**src/rtl/spi_reg_ctrl.sv**
```systemverilog
// SPI command sequencer: turns the MOSI byte stream of each frame into register
// reads/writes on a 16x8 bank, supplies the MISO byte and mirrors writes to fabric.
module spi_reg_ctrl #(
   parameter logic [7:0] ID_VALUE = 8'h5A
) (
   input  logic       CLOCK_Y2,
   input  logic       RESET,
   input  logic       frame_active,
   input  logic       rx_valid,
   input  logic [7:0] rx_data,
   output logic [7:0] tx_data,
   output logic       wr_strobe,
   output logic [3:0] wr_addr,
   output logic [7:0] wr_data,
   input  logic [3:0] rd_addr,
   output logic [7:0] rd_data,
   output logic       LED1,
   output logic       err
);

   typedef enum logic [1:0] {IDLE, CMD, WR, RD} state_t;

   state_t     state_q;
   logic [7:0] regs_q [14];
   logic [7:0] frame_cnt_q;
   logic [3:0] addr_q;
   logic       incr_q;
   logic       seen_byte_q;
   logic [7:0] tx_data_q;
   logic       wr_strobe_q;
   logic [3:0] wr_addr_q;
   logic [7:0] wr_data_q;
   logic       err_q;

   logic [7:0] bank [16];
   logic [3:0] addr_d;

   // Flat read view of the whole map: 14 RW registers, frame counter, ID constant.
   for (genvar gi = 0; gi < 14; gi++) begin : g_bank
      assign bank[gi] = regs_q[gi];
   end
   assign bank[14] = frame_cnt_q;
   assign bank[15] = ID_VALUE;

   assign addr_d  = incr_q ? addr_q + 4'd1 : addr_q;
   assign rd_data = bank[rd_addr];

   always_ff @(posedge CLOCK_Y2 or posedge RESET) begin
      if (RESET) begin
         state_q     <= IDLE;
         for (int i = 0; i < 14; i++) regs_q[i] <= '0;
         frame_cnt_q <= '0;
         addr_q      <= '0;
         incr_q      <= 1'b0;
         seen_byte_q <= 1'b0;
         tx_data_q   <= ID_VALUE;
         wr_strobe_q <= 1'b0;
         wr_addr_q   <= '0;
         wr_data_q   <= '0;
         err_q       <= 1'b0;
      end else begin
         wr_strobe_q <= 1'b0;
         case (state_q)
            IDLE: begin
               tx_data_q   <= ID_VALUE;
               seen_byte_q <= 1'b0;
               if (frame_active) state_q <= CMD;
            end
            CMD: if (rx_valid) begin
               addr_q <= rx_data[3:0];
               incr_q <= rx_data[6];
               if (rx_data[7]) begin
                  state_q <= WR;
               end else begin
                  state_q   <= RD;
                  tx_data_q <= bank[rx_data[3:0]];
               end
            end
            WR: if (rx_valid) begin
               if (addr_q < 4'd14) begin
                  regs_q[addr_q] <= rx_data;
                  wr_strobe_q    <= 1'b1;
                  wr_addr_q      <= addr_q;
                  wr_data_q      <= rx_data;
               end else begin
                  err_q <= 1'b1;
               end
               tx_data_q <= rx_data;
               addr_q    <= addr_d;
            end
            RD: if (rx_valid) begin
               addr_q    <= addr_d;
               tx_data_q <= bank[addr_d];
            end
            default: state_q <= IDLE;
         endcase

         if (state_q != IDLE && rx_valid) seen_byte_q <= 1'b1;

         // Frame end overrides the per-state result; a byte arriving this cycle still counts.
         if (state_q != IDLE && !frame_active) begin
            state_q     <= IDLE;
            tx_data_q   <= ID_VALUE;
            seen_byte_q <= 1'b0;
            if (seen_byte_q || rx_valid) frame_cnt_q <= frame_cnt_q + 8'd1;
         end
      end
   end

   assign tx_data   = tx_data_q;
   assign wr_strobe = wr_strobe_q;
   assign wr_addr   = wr_addr_q;
   assign wr_data   = wr_data_q;
   assign LED1      = regs_q[0][0];
   assign err       = err_q;

endmodule

```
**config.mk**
```make
export PLATFORM = sky130hd
export DESIGN_NAME = spi_reg_ctrl
export DESIGN_NICKNAME = d
export VERILOG_FILES = /design/src/rtl/spi_reg_ctrl.sv
export SDC_FILE = /design/constraint.sdc
export NUM_CORES = 1
export LEC_CHECK = 0
export CAP_MARGIN = 10
export CORE_UTILIZATION = 65
export CTS_CLUSTER_SIZE = 12
export DETAILED_ROUTE_END_ITERATION = 7
export GPL_TIMING_DRIVEN = 0
export MAX_ROUTING_LAYER = met4
export PLACE_DENSITY = 0.85
export SLEW_MARGIN = 20
export SYNTH_ARGS = -nofsm -noshare
export SYNTH_HDL_FRONTEND = slang
export SYNTH_SLANG_ARGS = --single-unit
```
**constraint.sdc**
```tcl
create_clock -name CLOCK_Y2 -period 12 [get_ports CLOCK_Y2]
set_clock_uncertainty 0.15 [all_clocks]
set_input_delay 2.4 -clock CLOCK_Y2 [delete_from_list [all_inputs] [get_ports CLOCK_Y2]]
set_output_delay 2.4 -clock CLOCK_Y2 [all_outputs]
set_load 0.05 [all_outputs]
```
# [After elaboration in Yosys (flattened, before gate mapping)]
# Cells that the tools add are included.
[totals] reg_bits=150 wordCells=98 output_inout_bits=31 input_bits=16
[op_classes] bitwise=5 n_mux=33 n_addsub=2 reduce_logical=18 magnitude_cmp=6 n_eq_ne=10
[ops] cell="bitwise mux 112 bit" n=1
[ops] cell="binary-select mux 8 bit (select 4 bit)" n=3
[ops] cell="2-to-1 mux 8 bit" n=12
[ops] cell="demux 8 bit (select 4 bit)" n=1
[ops] cell="one-hot mux 8 bit (4 select lines)" n=1
[ops] cell="greater-or-equal comparator 5 bit (second input constant)" n=4
[ops] cell="inverter 4 -> 5 bit" n=4
[ops] cell="inequality test 3 bit (second input constant)" n=5
[ops] cell="2-to-1 mux 4 bit" n=3
[ops] cell="AND reduction 3 bit" n=4
[ops] cell="adder 8 x 1 -> 8 bit (second input constant)" n=1
[ops] cell="one-hot mux 4 bit (2 select lines)" n=1
[ops] cell="2-to-1 mux 1 bit" n=7
[ops] cell="2-to-1 mux 2 bit" n=3
[ops] cell="nonzero test 3 bit" n=2
[ops] cell="< comparator 5 x 1 -> 1 bit (second input constant)" n=1
[ops] cell="adder 4 x 1 -> 4 bit (second input constant)" n=1
[ops] cell="equality test 2 bit (second input constant)" n=2
[ops] cell="< comparator 4 bit (second input constant)" n=1
[ops] cell="one-hot mux 2 bit (2 select lines)" n=1
[ops] cell="AND reduction 2 bit" n=2
[ops] cell="AND reduction 4 bit" n=1
[ops] cell="nonzero test 2 bit" n=2
[ops] cell="logical AND 1 bit" n=3
[ops] cell="other kinds (8)" n=8

# [Logic depth before layout (Yosys ltp)]
# Gate-level depths: netlist of the first run.
[logic_depth] ltp_word=9 ltp_mapped=12 ltp_nobuf=8

# [Worst setup path after synthesis of the first run]
# OpenSTA, ideal clock, no wires.
[synth_path] kind="input to output" from="input rd_addr[0]" to="output rd_data[0]" path_stages=4 t_required_ps=9450 path_slack_ps=5417 t_arrival_ps=4033 path_buffers=2 path_cell_list="buf_2 buf_2 mux4_2 mux4_2"
[synth_via] elab_chain_cells=4
[synth_rtl] item="start, declared" line="15" source="input logic [3:0] rd_addr,"
[synth_rtl] item="inverter 4 -> 5 bit (implied by the code)" line="46" source="assign rd_data = bank[rd_addr];"
[synth_rtl] item="binary-select mux 8 bit (select 4 bit)" line="46"
[synth_rtl] item="2-to-1 mux 8 bit (implied by the code) (2 in series)" line="46"
[synth_rtl] item="end, declared" line="16" source="output logic [7:0] rd_data,"
# Every way passes these cells. The select of a mux whose other input is x is not followed.

# [Worst setup path in the final report of the first run]
[layout_path] from="input rd_addr[1]" to="output rd_data[7]"
# Same word-level chain as after synthesis.

==> impl_metrics.ini, run 1 <==
[power_and_ir_drop]
p_leak_nw = 4.69
p_int_mw = 1.27
power_density_nw_per_um2 = 203
pwr-share-comb_pct = 41.4
peakVddDrop_mv = 0.182
net-switching-power_mw = 0.922
p_seq_share_pct = 33.4
p_clk_share_pct = 25.1
switching_share_pct = 42.0

[hold_path]
hold_start = err
hp-class = flip-flop to flip-flop

[worst_setup_path]
path_buf_inv = 3
cp_slowest_cell = buf_1
crit_chain = clkbuf_1, buf_1, mux2i_1, o21ai_0, mux4_2, clkdlybuf4s50_1
worstSetupStartpoint = rd_addr[1]
required_ps = 9450
worstSetupStartpointType = input port
end_kind = output port
cpPeakStageDelay_ps = 820
cp_top_family = buffers and inverters
crit_fanout = 10
worstSetupPathType = input port to output port
arrival_ps = 5380
reg2reg_from = addr_q[0]

[cts]
clk_path_buf_depth = 2
cts.clk_slew.worst_paths_ps = 70
cts_buffers = 17
cts_hold_buf = 0
cts_setup_buffers = 0
cts-root-buf = clkbuf_16
cts_tree = yes
post_cts_resize_count = 0
insertion_delay_ps = 440
htree_levels = 4
cts_num_sinks = 150

[logic_synthesis]
syn-mean-instance-area_um2 = 11.5
synthCells = 831
synth_top_family_by_area = multiplexers
synthXorXnorAreaFrac_pct = 1.19
synthDistinctLibCells = 69
seq_area_frac_synth_pct = 39.2
ys_top_cells_by_count = dfrtp_1 (146), mux2_2 (96), nand2_1 (87)
synth_simple_gate_area_share_pct = 8.69
synth_mux_area_share_pct = 32.0
synth_top_cell_area_share_pct = 38.1
synth.most_common_cell = dfrtp_1
ys_ff_latch = 150
synth_compound_area_share_pct = 13.8
synth_fp_nets = 852
ys_dominant_reg_cell = dfrtp_1
synth_top_cell_by_area = dfrtp_1
synth_edf_count = 0
syn_area_um2 = 9590
yosys.area_share.adder_pct = 0.653
netlist_top_cells_area = dfrtp_1 (38%), mux4_2 (16%), mux2_2 (11%), mux2i_1 (4.5%), nand2_1 (3.4%)
yosys_warnings = 0
async_reset_ff_share_pct = 100

[global_routing]
grt_pass1_vias = 8282
grt_start_max_net_pins = 91
grt-ovfl-total = 0
antenna_found_initial = 0
grt_pass1_wl_um = 50600
grt.total_usage_pct = 49.3

[floorplan]
io_pins = 47
core_area_um2 = 14500
die_area_um2 = 15200
start_util_pct = 66.2
die_height_um = 123
die_x_um = 123
num_rows = 44

[final_layout]
nNetsFinal = 910
fillers = 968
area_growth_pct = 13.0
seqCellArea_um2 = 3760
multiInputGateArea_um2 = 5400
drive_gt1_share_pct = 27.8
utilization_pct = 74.8

[sta]
max_freq_mhz = 126
setup_violations = 0
fin_ws_ps = 4070
worstMarginPinSlew_ps = 1130
hold_viol_final = 0
fin_crit_sh_pct = 66.1
tns_ps = 0
drv_slew = 0
rsz0062_at_grt = no
min_period_ps = 7930
slew_headroom_pct = 24.2

[place]
dpl_worst_slack_ps = 4280
port_buffers = 38
dp_hpwl_um = 23600
place_congestion = 1.03

[drt]
wl_per_cell_um = 31.9
via_per_inst = 7.76
drt_iter0_drc = 1335
wl_um = 34700
first_pass_iters = 6
drc = 0
vias = 8440
ant_nets = 0

[outcome]
status = complete, no violations

[run]
cap_violations = 0
==> layout by cell type, fill, tap and decap left out, drive strengths merged, types with 6 or more instances in the layout <==
cell type and instances:
a21oi 17, a221oi 9, buf 46, clkbuf 42
clkdlybuf4s50 38, dfrtp 146, inv 21, mux2 97
mux2i 44, mux4 68, nand2 88, nand2b 9
nand3 13, nor2 30, nor2b 8, nor3 7
o211ai 7, o21ai 58, o221ai 17, o22a 9
o22ai 33, xnor2 7, xor2 6
==> registers in the layout (all words and copies together) (netlist names), 2 cells and up <==
signal	cells
bank	111
frame_cnt_q	8
tx_data	8
wr_data	8
addr_q	4
wr_addr	4
state_q	2
==> per-layer routing <==
layer  share of wire, %  global-route usage [%]  vias up
li1                   -                       -     3323
met1                 35                    60.1     4181
met2                 45                    69.9      742
met3                 14                    19.1      194
met4                6.1                    28.5        0
met5                  0                       -        -
==> path summary, 6_finish.rpt <==
path / to / slack (ps) / cells past startpoint
worst max register to register: tx_data[5] / 8120 / 12
worst min register to register: err / 320 / 1
worst max-delay path: rd_data[7] / 4070 / 6
worst min-delay path: err / 320 / 1
min in group asynchronous: bank[81] / 2230 / 2
max in group asynchronous: wr_addr[2] / 8680 / 3
==> cells by family (layout without fill, tap and decap cells) <==
family / after synthesis / in the layout
multiplexers: 209 / 209
AO/OA/AOI/OAI: 194 / 194
AND/OR/NAND/NOR: 178 / 178
flip-flops: 150 / 150
buffers and inverters: 82 / 153
XOR/XNOR: 13 / 13
adder cells (fa/ha/maj): 5 / 5
other: 0 / 1
==> per-stage QoR <==
step	instance area, um2	power, mW	cells	hold WS [ps]
after floorplan	9590	1.31	831	327
after global placement	10200	1.56	1053	310
after detailed placement	10200	1.60	1054	311
after CTS	10800	2.14	1086	330
after global routing	10800	2.25	1086	357
final	10800	2.19	1087	321
==> cell type report <==
| type | count | area share (%) |
|---|---|---|
| clock inverters | 14 | 1.44 |
| multi-input cells | 599 | 49.9 |
| plain buffers | 69 | 3.50 |
| inverters | 13 | 0.520 |
| clock buffers | 18 | 4.06 |
| flip-flops and latches | 150 | 34.7 |
| diodes | 1 | 0.0231 |
| well taps | 184 | 2.13 |
| repair buffers | 39 | 3.77 |
==> power groups by stage <==
stage / Clock [mW] / Combinational, mW / Sequential (mW)
finish: 0.552 / 0.909 / 0.734
CTS: 0.545 / 0.876 / 0.725
global route: 0.568 / 0.940 / 0.742
floorplan: 0 / 0.538 / 0.769
detailed placement: 0 / 0.869 / 0.730
global placement: 0 / 0.844 / 0.716
Note: power is estimated with default switching activity, not from simulation.
==> inputs of run 2 (changes only) <==
--- a/config.mk
+++ b/config.mk
@@ -6,12 +6,12 @@
 export NUM_CORES = 1
 export LEC_CHECK = 0
 export CAP_MARGIN = 10
-export CORE_UTILIZATION = 65
+export CORE_UTILIZATION = 61
 export CTS_CLUSTER_SIZE = 12
 export DETAILED_ROUTE_END_ITERATION = 7
 export GPL_TIMING_DRIVEN = 0
 export MAX_ROUTING_LAYER = met4
-export PLACE_DENSITY = 0.85
+export PLACE_DENSITY = 0.81
 export SLEW_MARGIN = 20
 export SYNTH_ARGS = -nofsm -noshare
 export SYNTH_HDL_FRONTEND = slang
==> constraint.sdc (replaced) <==
create_clock -name CLOCK_Y2 -period 8 [get_ports CLOCK_Y2]
set_clock_uncertainty 0.15 [all_clocks]
set_input_delay 1.6 -clock CLOCK_Y2 [delete_from_list [all_inputs] [get_ports CLOCK_Y2]]
set_output_delay 1.6 -clock CLOCK_Y2 [all_outputs]
set_load 0.05 [all_outputs]
==> impl_metrics.ini, run 2 (synthesis results as in run 1) <==
[outcome]
status = finished, violations left
violations = design-rule violations

[cts]
cts_num_sinks = 150
post_cts_resize_count = 0
cts_buffers = 17
htree_levels = 4
cts_hold_buf = 0
clk_path_buf_depth = 2
insertion_delay_ps = 440
cts_tree = yes
cts-root-buf = clkbuf_16
cts.clk_slew.worst_paths_ps = 70
cts_setup_buffers = 0

[worst_setup_path]
required_ps = 6250
cpPeakStageDelay_ps = 820
end_kind = output port
worstSetupPathType = input port to output port
crit_chain = clkbuf_1, buf_1, mux2i_1, o21ai_0, mux4_2, clkdlybuf4s50_1
crit_fanout = 10
arrival_ps = 4610
cp_slowest_cell = buf_1
cp_top_family = buffers and inverters
worstSetupStartpointType = input port
path_buf_inv = 3

[final_layout]
diodes = 0
nNetsFinal = 910
utilization_pct = 71.2
drive_gt1_share_pct = 27.7
largest_register_ffs = 111
area_growth_pct = 13.4
final_common_cell = dfrtp_1
mostFrequentLayoutCells = dfrtp_1 (146), mux2_2 (96), nand2_1 (87)

[floorplan]
die_x_um = 127
die_height_um = 127
die_area_um2 = 16200
start_util_pct = 62.8
num_rows = 45
io_pins = 47
core_area_um2 = 15300

[sta]
holdWs_ps = 327
hold_viol_final = 0
fin_crit_sh_pct = 79.5
max_freq_mhz = 157
setup_violations = 0
worstMarginPinSlew_ps = 1030
tns_ps = 0
rsz0062_at_grt = no
slew_headroom_pct = 31.2
min_period_ps = 6360
drv_slew = 0

[global_routing]
grt.total_usage_pct = 42.2
grt_start_max_net_pins = 108
grt_pass1_vias = 7784
grt_pass1_wl_um = 47800
antenna_found_initial = 0
grt-ovfl-total = 0

[drt]
wl_met3_um = 4780
met1_length_um = 11800
wl_um = 31500
via_per_inst = 7.30
drt_iter0_drc = 1452
first_pass_iters = 8
ant_nets = 0
wl_per_cell_um = 28.3
drc = 2
vias = 8125
topRoutingLayerUsed = met4
wl_met2_um = 13300

[place]
port_buffers = 38
place_congestion = 1.03
dp_hpwl_um = 22500

[run]
cap_violations = 0

[power_and_ir_drop]
p_leak_nw = 4.69
p_clk_share_pct = 25.7
pwr-share-comb_pct = 40.4
peakVddDrop_mv = 0.224
p_seq_share_pct = 33.9
p_total_mw = 3.25
p_int_mw = 1.93
switching_share_pct = 40.5
net-switching-power_mw = 1.32
power_density_nw_per_um2 = 299

[hold_path]
hp-class = flip-flop to flip-flop
run 2: changes by cell type in the layout (fill, tap and decap cells not counted), sizes merged:
cell	delta
inv	-1
clkbuf	+1
bufinv	+1
clkinvlp	-1
diode	-1
run 2: final timing paths:
path / slack (ps) / cells past startpoint / endpoint / start
worst max-delay path: 1640 / 6 / rd_data[7] / rd_addr[1]
worst min-delay path: 330 / 1 / err / err
worst max register to register: 4450 / 12 / tx_data[5] / addr_q[0]
worst min register to register: 330 / 1 / err / err
max in group asynchronous: 5470 / 3 / addr_q[3] / RESET
min in group asynchronous: 1390 / 2 / bank[86] / RESET
run 2: power groups by stage:
stage	Sequential (mW)	Clock (mW)	Combinational [mW]
floorplan	1.15	0	0.808
global placement	1.09	0	1.24
detailed placement	1.10	0	1.26
CTS	1.09	0.834	1.27
global route	1.12	0.860	1.37
finish	1.10	0.835	1.31
run 2: through the flow:
| stage | setup slack, ps | area, um2 | instances |
|---|---|---|---|
| after detailed placement | 1920 | 10300 | 1081 |
| after global routing | 1730 | 10900 | 1113 |
| after CTS | 1900 | 10900 | 1113 |
| final | 1640 | 10900 | 1113 |
| after floorplan | 2220 | 9590 | 831 |
| after global placement | 185 | 10200 | 1080 |
run 2: metal layers:
layer	GRT usage, %	up-vias
met5	-	-
li1	-	3328
met2	58.8	699
met3	13.9	150
met1	55.7	3948
met4	20.7	0
run 2: worst reg2reg max path, stage by stage, from the launching register on:
cell and delay, ps:
dfrtp_1 440, buf_4 220, inv_1 90, buf_2 270
ha_1 470, nand2b_1 130, buf_2 210, clkbuf_1 540
o22ai_1 170, o21a_1 190, o21ai_0 320, nand3_1 120
o21ai_1 140
run 2: layout make-up:
type                       count  area [um2]
buffer                        69         379
clock buffer                  19         443
clock inverter                13         158
fill                        1090        4390
inverter                      13        56.3
multi-input combinational    599        5400
sequential                   150        3760
tap                          211         264
timing repair buffer          39         408
